===== src/rtl/uc.sv =====
// uc: control unit for the 16-bit datapath, with a RUN / HALTED / STEP
// debug state machine, a sticky reserved-opcode flag and a retire counter.
// Ports:
//   clk, reset (async, active-low)
//   opcode[5:0] : instruction bits [15:10]
//   z           : registered zero flag
//   halt_req, run_req, step_req : debugger requests, level-sampled
//   s_inc, s_inm, we3, wez, op_alu[2:0], pc_en : datapath controls
//   halted, step_ack, illegal, instr_count[15:0] : status
// Parameter BOOT_HALTED selects the state entered out of reset.
// Optional macro UC_INSTR_CNT_EN builds the saturating retire counter;
// without it instr_count is tied to 0.
module uc #(
  parameter bit BOOT_HALTED = 1'b0
) (
  input  logic        clk,
  input  logic        reset,
  input  logic [5:0]  opcode,
  input  logic        z,
  input  logic        halt_req,
  input  logic        run_req,
  input  logic        step_req,
  output logic        s_inc,
  output logic        s_inm,
  output logic        we3,
  output logic        wez,
  output logic [2:0]  op_alu,
  output logic        pc_en,
  output logic        halted,
  output logic        step_ack,
  output logic        illegal,
  output logic [15:0] instr_count
);

  typedef enum logic [1:0] {
    S_RUN    = 2'd0,
    S_HALTED = 2'd1,
    S_STEP   = 2'd2
  } state_t;

  localparam state_t RST_ST = BOOT_HALTED ? S_HALTED : S_RUN;

  localparam logic [5:0] OP_HALT = 6'b111111;
  localparam logic [5:0] OP_RSVD = 6'b100111;

  state_t r_state;
  state_t w_next;

  logic       w_exec;
  logic       w_retire;
  logic       w_s_inc;
  logic       w_s_inm;
  logic       w_we3;
  logic       w_wez;
  logic [2:0] w_op_alu;
  logic       w_pc_en;
  logic       r_illegal;

  assign w_exec   = (r_state == S_RUN) || (r_state == S_STEP);
  assign w_retire = w_exec;

  always_ff @(posedge clk or negedge reset) begin
    if (!reset) r_state <= RST_ST;
    else        r_state <= w_next;
  end

  always_comb begin
    w_next   = r_state;
    w_s_inc  = 1'b1;
    w_s_inm  = 1'b0;
    w_we3    = 1'b0;
    w_wez    = 1'b0;
    w_op_alu = 3'b000;
    w_pc_en  = 1'b0;

    if (w_exec) begin
      w_pc_en = 1'b1;
      unique case (1'b1)
        !opcode[5]: begin
          w_op_alu = opcode[4:2];
          w_we3    = 1'b1;
          w_wez    = 1'b1;
        end
        opcode[5:2] == 4'b1000: begin
          w_we3   = 1'b1;
          w_s_inm = 1'b1;
        end
        opcode[5:2] == 4'b1001: begin
          unique case (opcode[1:0])
            2'b00:   w_s_inc = 1'b0;
            2'b01:   w_s_inc = ~z;
            2'b10:   w_s_inc = z;
            default: w_s_inc = 1'b1;
          endcase
        end
        default: begin
          w_s_inc = 1'b1;
        end
      endcase
    end

    unique case (r_state)
      S_RUN: begin
        if (opcode == OP_HALT || halt_req) w_next = S_HALTED;
      end
      S_HALTED: begin
        if (run_req)       w_next = S_RUN;
        else if (step_req) w_next = S_STEP;
      end
      S_STEP:  w_next = S_HALTED;
      default: w_next = RST_ST;
    endcase
  end

  // Writes and PC loads are suppressed for as long as reset is held.
  assign s_inc    = w_s_inc;
  assign s_inm    = w_s_inm;
  assign op_alu   = w_op_alu;
  assign we3      = w_we3 & reset;
  assign wez      = w_wez & reset;
  assign pc_en    = w_pc_en & reset;
  assign halted   = (r_state == S_HALTED);
  assign step_ack = (r_state == S_STEP);

  always_ff @(posedge clk or negedge reset) begin
    if (!reset)
      r_illegal <= 1'b0;
    else if (w_retire && opcode == OP_RSVD)
      r_illegal <= 1'b1;
  end

  assign illegal = r_illegal;

`ifdef UC_INSTR_CNT_EN
  logic [15:0] r_cnt;

  always_ff @(posedge clk or negedge reset) begin
    if (!reset)
      r_cnt <= '0;
    else if (w_retire && r_cnt != 16'hFFFF)
      r_cnt <= r_cnt + 16'd1;
  end

  assign instr_count = r_cnt;
`else
  assign instr_count = '0;
`endif

endmodule


===== config.mk =====
export PLATFORM = sky130hd
export DESIGN_NAME = uc
export DESIGN_NICKNAME = d
export VERILOG_FILES = /design/src/rtl/uc.sv
export SDC_FILE = /design/constraint.sdc
export NUM_CORES = 1
export LEC_CHECK = 0
export ABC_AREA = 1
export CAP_MARGIN = 20
export CORE_MARGIN = 2
export CORE_UTILIZATION = 26
export DETAILED_ROUTE_END_ITERATION = 12
export PLACE_DENSITY = 0.74
export SLEW_MARGIN = 0
export SYNTH_ARGS = -nofsm -noshare
export SYNTH_HDL_FRONTEND = slang
export SYNTH_SLANG_ARGS = --single-unit

===== constraint.sdc =====
create_clock -name clk -period 1.1 [get_ports clk]
set_clock_uncertainty 0.2 [all_clocks]
set_input_delay 0.22 -clock clk [delete_from_list [all_inputs] [get_ports clk]]
set_output_delay 0.22 -clock clk [all_outputs]
set_load 0.1 [all_outputs]

After elaboration in Yosys (flattened, before gate mapping)
Index checks and enable logic that the tools add are counted.

operators by class
  $add $sub $neg = 0
  eq/ne operators = 10
  mux-type cells = 16
  reductions and logical operators = 8
  shifts and indexed selects = 0
  bitwise operators = 4
  magnitude comparators = 0
  multiply operators = 0
  divide/modulo/power cells = 0

operators with widths
  kind                                                                      count
  6-bit equality test (second input constant)                               2
  1-bit 2-to-1 mux                                                          9
  4-bit equality test (second input constant)                               2
  2-bit 2-to-1 mux                                                          3
  3-bit 2-to-1 mux                                                          2
  2-bit case mux with 3 select lines                                        1
  2-bit by 1-bit equality test with 1-bit output (second input constant)    2
  2-bit equality test (second input constant)                               2
  2-bit logical NOT                                                         2
  1-bit AND                                                                 3
  3-bit inequality test (second input constant)                             1
  1-bit case mux with 3 select lines                                        1
  1-bit logical OR                                                          2
  2-bit by 1-bit inequality test with 1-bit output (second input constant)  1
  2-bit AND reduction                                                       1
  2-bit OR reduction                                                        1
  1-bit logical AND                                                         1
  1-bit logical NOT                                                         1
  1-bit inverter                                                            1

storage, ports and cells
  register bits = 3
  input port bits = 12
  bits in read-only memories = 0
  output and inout bits = 27
  memory bits (writable) = 0
  memories kept = 0
  bits in latches = 0

Depth between registers and ports, before layout
  depth after elaboration = 5
  gate-level depth with buffers = 5

Worst setup path before layout
No wires, ideal clock.

  path type = flip-flop to output port
  start = register r_state[0]
  end = output port we3
  arrival time = 2165 ps
  setup slack = -1485 ps
  stages on the path, launching flop included = 5
  path buffers = 1
  cell sequence = dfrtp_1 buf_6 nor2_2 nand4_1 nand2_1

on the way
  longest elaborated chain between the ends = 4
  elaborated cells between the ends (all ways) = 5
  classes of those cells = eq/ne (1); mux (1); bitwise (1); reduce/logical (2)

RTL lines
  element                                                          line  RTL
  start, declared                                                  46    state_t r_state;
  start signal, assigned                                           64    else r_state <= w_next;
  2-bit equality test / 2-bit logical NOT (equally long branches)  59    assign w_exec = (r_state == S_RUN) || (r_state == S_STEP);
  1-bit logical OR *                                               59
  1-bit 2-to-1 mux *                                               76    if (w_exec) begin
  1-bit AND *                                                      119   assign we3 = w_we3 & reset;
  end, declared                                                    25    output logic we3,

Every way passes the cells marked *; elsewhere a longest branch is shown, timed or not.

Final worst setup path
Same ends and word-level chain as after synthesis.

==> summary.txt <==
Compound-cell area share of the yosys netlist -> 3.66%
First-pass GRT wire length -> 1.73 mm
Synthesized-area fraction occupied by adder cells -> 0%
Worst Hold Path EP -> r_state[0]
GRT Resource Usage Total -> 11.6%
Die Width -> 43.7 µm
Final setup violation count -> 13
DP HPWL -> 901 µm
FF-to-FF End -> r_state[0]
Initial Util -> 27.6%
PortBufs -> 22
Leakage -> 0.464 nW
Setup CP Type -> reg2out
Origin of the worst min-delay path -> opcode[5]
Share of layout cells above drive strength 1 -> 50.5%
Largest net degree at the start of global routing -> 6
Vias per std cell -> 3.85
CP Capture Type -> output port
Vias in the first global route -> 467
Grt peak-use layer -> met2
Core Area -> 1490 µm²
Nets -> 118
CP Data Arrival Time -> 1290 ps
Post-Route WL -> 1.05 mm
Clock Latency Late Sink -> 230 ps
Post-route minimum period -> 1710 ps
Mapped cell area -> 410 µm²
Post-synthesis register bit count -> 3
CTS tree -> built
Syn Inst Count -> 65
Tightest Hold Check Type -> in2reg
Clock root buffer -> clkbuf_4
Simple-Gate Fraction of Synth Area -> 33.2%
Placer Congestion -> 0.771
PnR worst setup slack -> -610 ps
R2R setup slack -> -270 ps
Clock sinks -> 3
Failing checks -> setup timing
Status -> complete, but fails checks
Gr ovfl total -> 0
YS warnings -> 0
Die area -> 1910 µm²
Met1 usage -> 13.3%
M2 GR Usage -> 22.1%
IO Count -> 39
Clk slew on worst S/H paths -> 40 ps
Worst vdd ir -> 1640 µV
Met3 usage in global routing -> 3.75%
Total CTS buffers -> 3
Synth area leaders -> buf_4, dfrtp_1, inv_1
DP Area -> 842 µm²
Detailed Route Iter0 Violations -> 3
Critical path required time -> 680 ps
Max-cap violations -> 0
Worst Reg-to-Reg Cells -> 5
Largest family of logic cells by synthesized area -> buffers and inverters
FMAX -> 585 MHz
Setup crit start kind -> flip-flop
Register area share after synthesis -> 18.3%
Hold Violations, Final -> 0
Vias -> 466
Routed WL per cell -> 8.68 µm
DRC violations left -> 0
Final Cell Area -> 932 µm²
Xor and xnor area share after synthesis -> 0%
Fin crit share -> 155%
Commonest cells after routing, fill and taps aside -> conb_1, buf_4, buf_12
Rows -> 14
Count of pins over their slew limit -> 0
Post-synth top area share -> 29.3%
First drt pass iteration count -> 2
Count of different cell masters after synthesis -> 16
CTS Buffer Depth -> 2
RSZ-0062 raised after global routing -> true
Avg Synthesized Cell Area -> 6.31 µm²
Critical path peak fanout -> 3
H-tree levels -> 1
Antenna fix cells -> 0
Antenna violations before repair -> 0
Leading cell type in the layout, fill and taps excluded -> conb_1
Mux cell area share after synthesis -> 0%
Area growth, synth to finish -> 127%
Final ANT Viol Nets -> 0
Die Span Y -> 43.7 µm
Hold depth -> 5
Fin util -> 62.6%
Cell taking the most area after synthesis -> buf_4
Power Density -> 2130 nW/µm²
Reg-to-Reg Start -> r_state[0]
Worst slack, placed -> -706 ps
==> logic make-up after synthesis <==
logic type,after synthesis
and+or+nand+nor,28
AOI/OAI and AO/OA,3
other,1
DFF,3
buffers and inverters,30
==> worst max path at each step <==
stage,endpoint,cells after the start,start
after CTS,we3,5,r_state[0]
after global placement,s_inc,7,opcode[5]
after floorplan,we3,4,r_state[0]
after global routing,we3,5,r_state[0]
final,we3,5,r_state[0]
after detailed placement,s_inc,7,opcode[5]
==> cells in the mapped netlist (all sizes together) <==
library cell and count:
nor3 2, inv 13, nand4 3, a21oi 3, nand3 1, nand2 9
conb 1, nor2 13, buf 17, dfrtp 3
==> timing repair <==
| item | 4_1_cts | 5_1_grt |
|---|---|---|
| hold buffers | 1 | 0 |
| endpoints found under the hold margin | 3 | 0 |
| setup buffers | 3 | 2 |
| pin swaps | 2 | 2 |
| gates resized for setup | 17 | 4 |
| endpoints found under the setup margin | 13 | 13 |
==> sequential cells by signal, indices dropped and copies added, names as in the netlist <==
register and count:
illegal 1, r_state 2
==> report_power, final <==
part	switching [mW]	internal (mW)
registers	0.0260	0.136
clock network	0.0547	0.136
logic	1.08	0.553
==> through the flow <==
stage / hold WS (ps) / instances / power [mW] / setup TNS (ps)
after global placement: 301 / 113 / 1.64 / -6080
final: 180 / 121 / 1.99 / -5930
after floorplan: -276 / 80 / 1.22 / -5160
after CTS: 318 / 120 / 1.97 / -6030
after detailed placement: 310 / 113 / 1.65 / -6180
after global routing: 205 / 121 / 2.07 / -6680
==> layer usage <==
layer	vias to the layer above	routed length, µm
met4	0	0
li1	242	-
met5	-	0
met2	18	594
met1	206	375
met3	0	81
==> cell type report <==
class / instances / area (µm²)
Multi-Input combinational cell: 47 / 299
Tap cell: 16 / 20.0
Inverter: 13 / 56.3
Fill cell: 132 / 557
Timing Repair Buffer: 38 / 454
Sequential cell: 3 / 76.3
Clock buffer: 4 / 26.3
==> critical path, cell delays in order, from the launching register on <==
cell,delay [ps]
dfrtp_1,400
buf_6,130
nor2_4,90
nand4_1,160
nand2_4,110
buf_12,170
No activity file was read; power rests on OpenSTA's default activity.
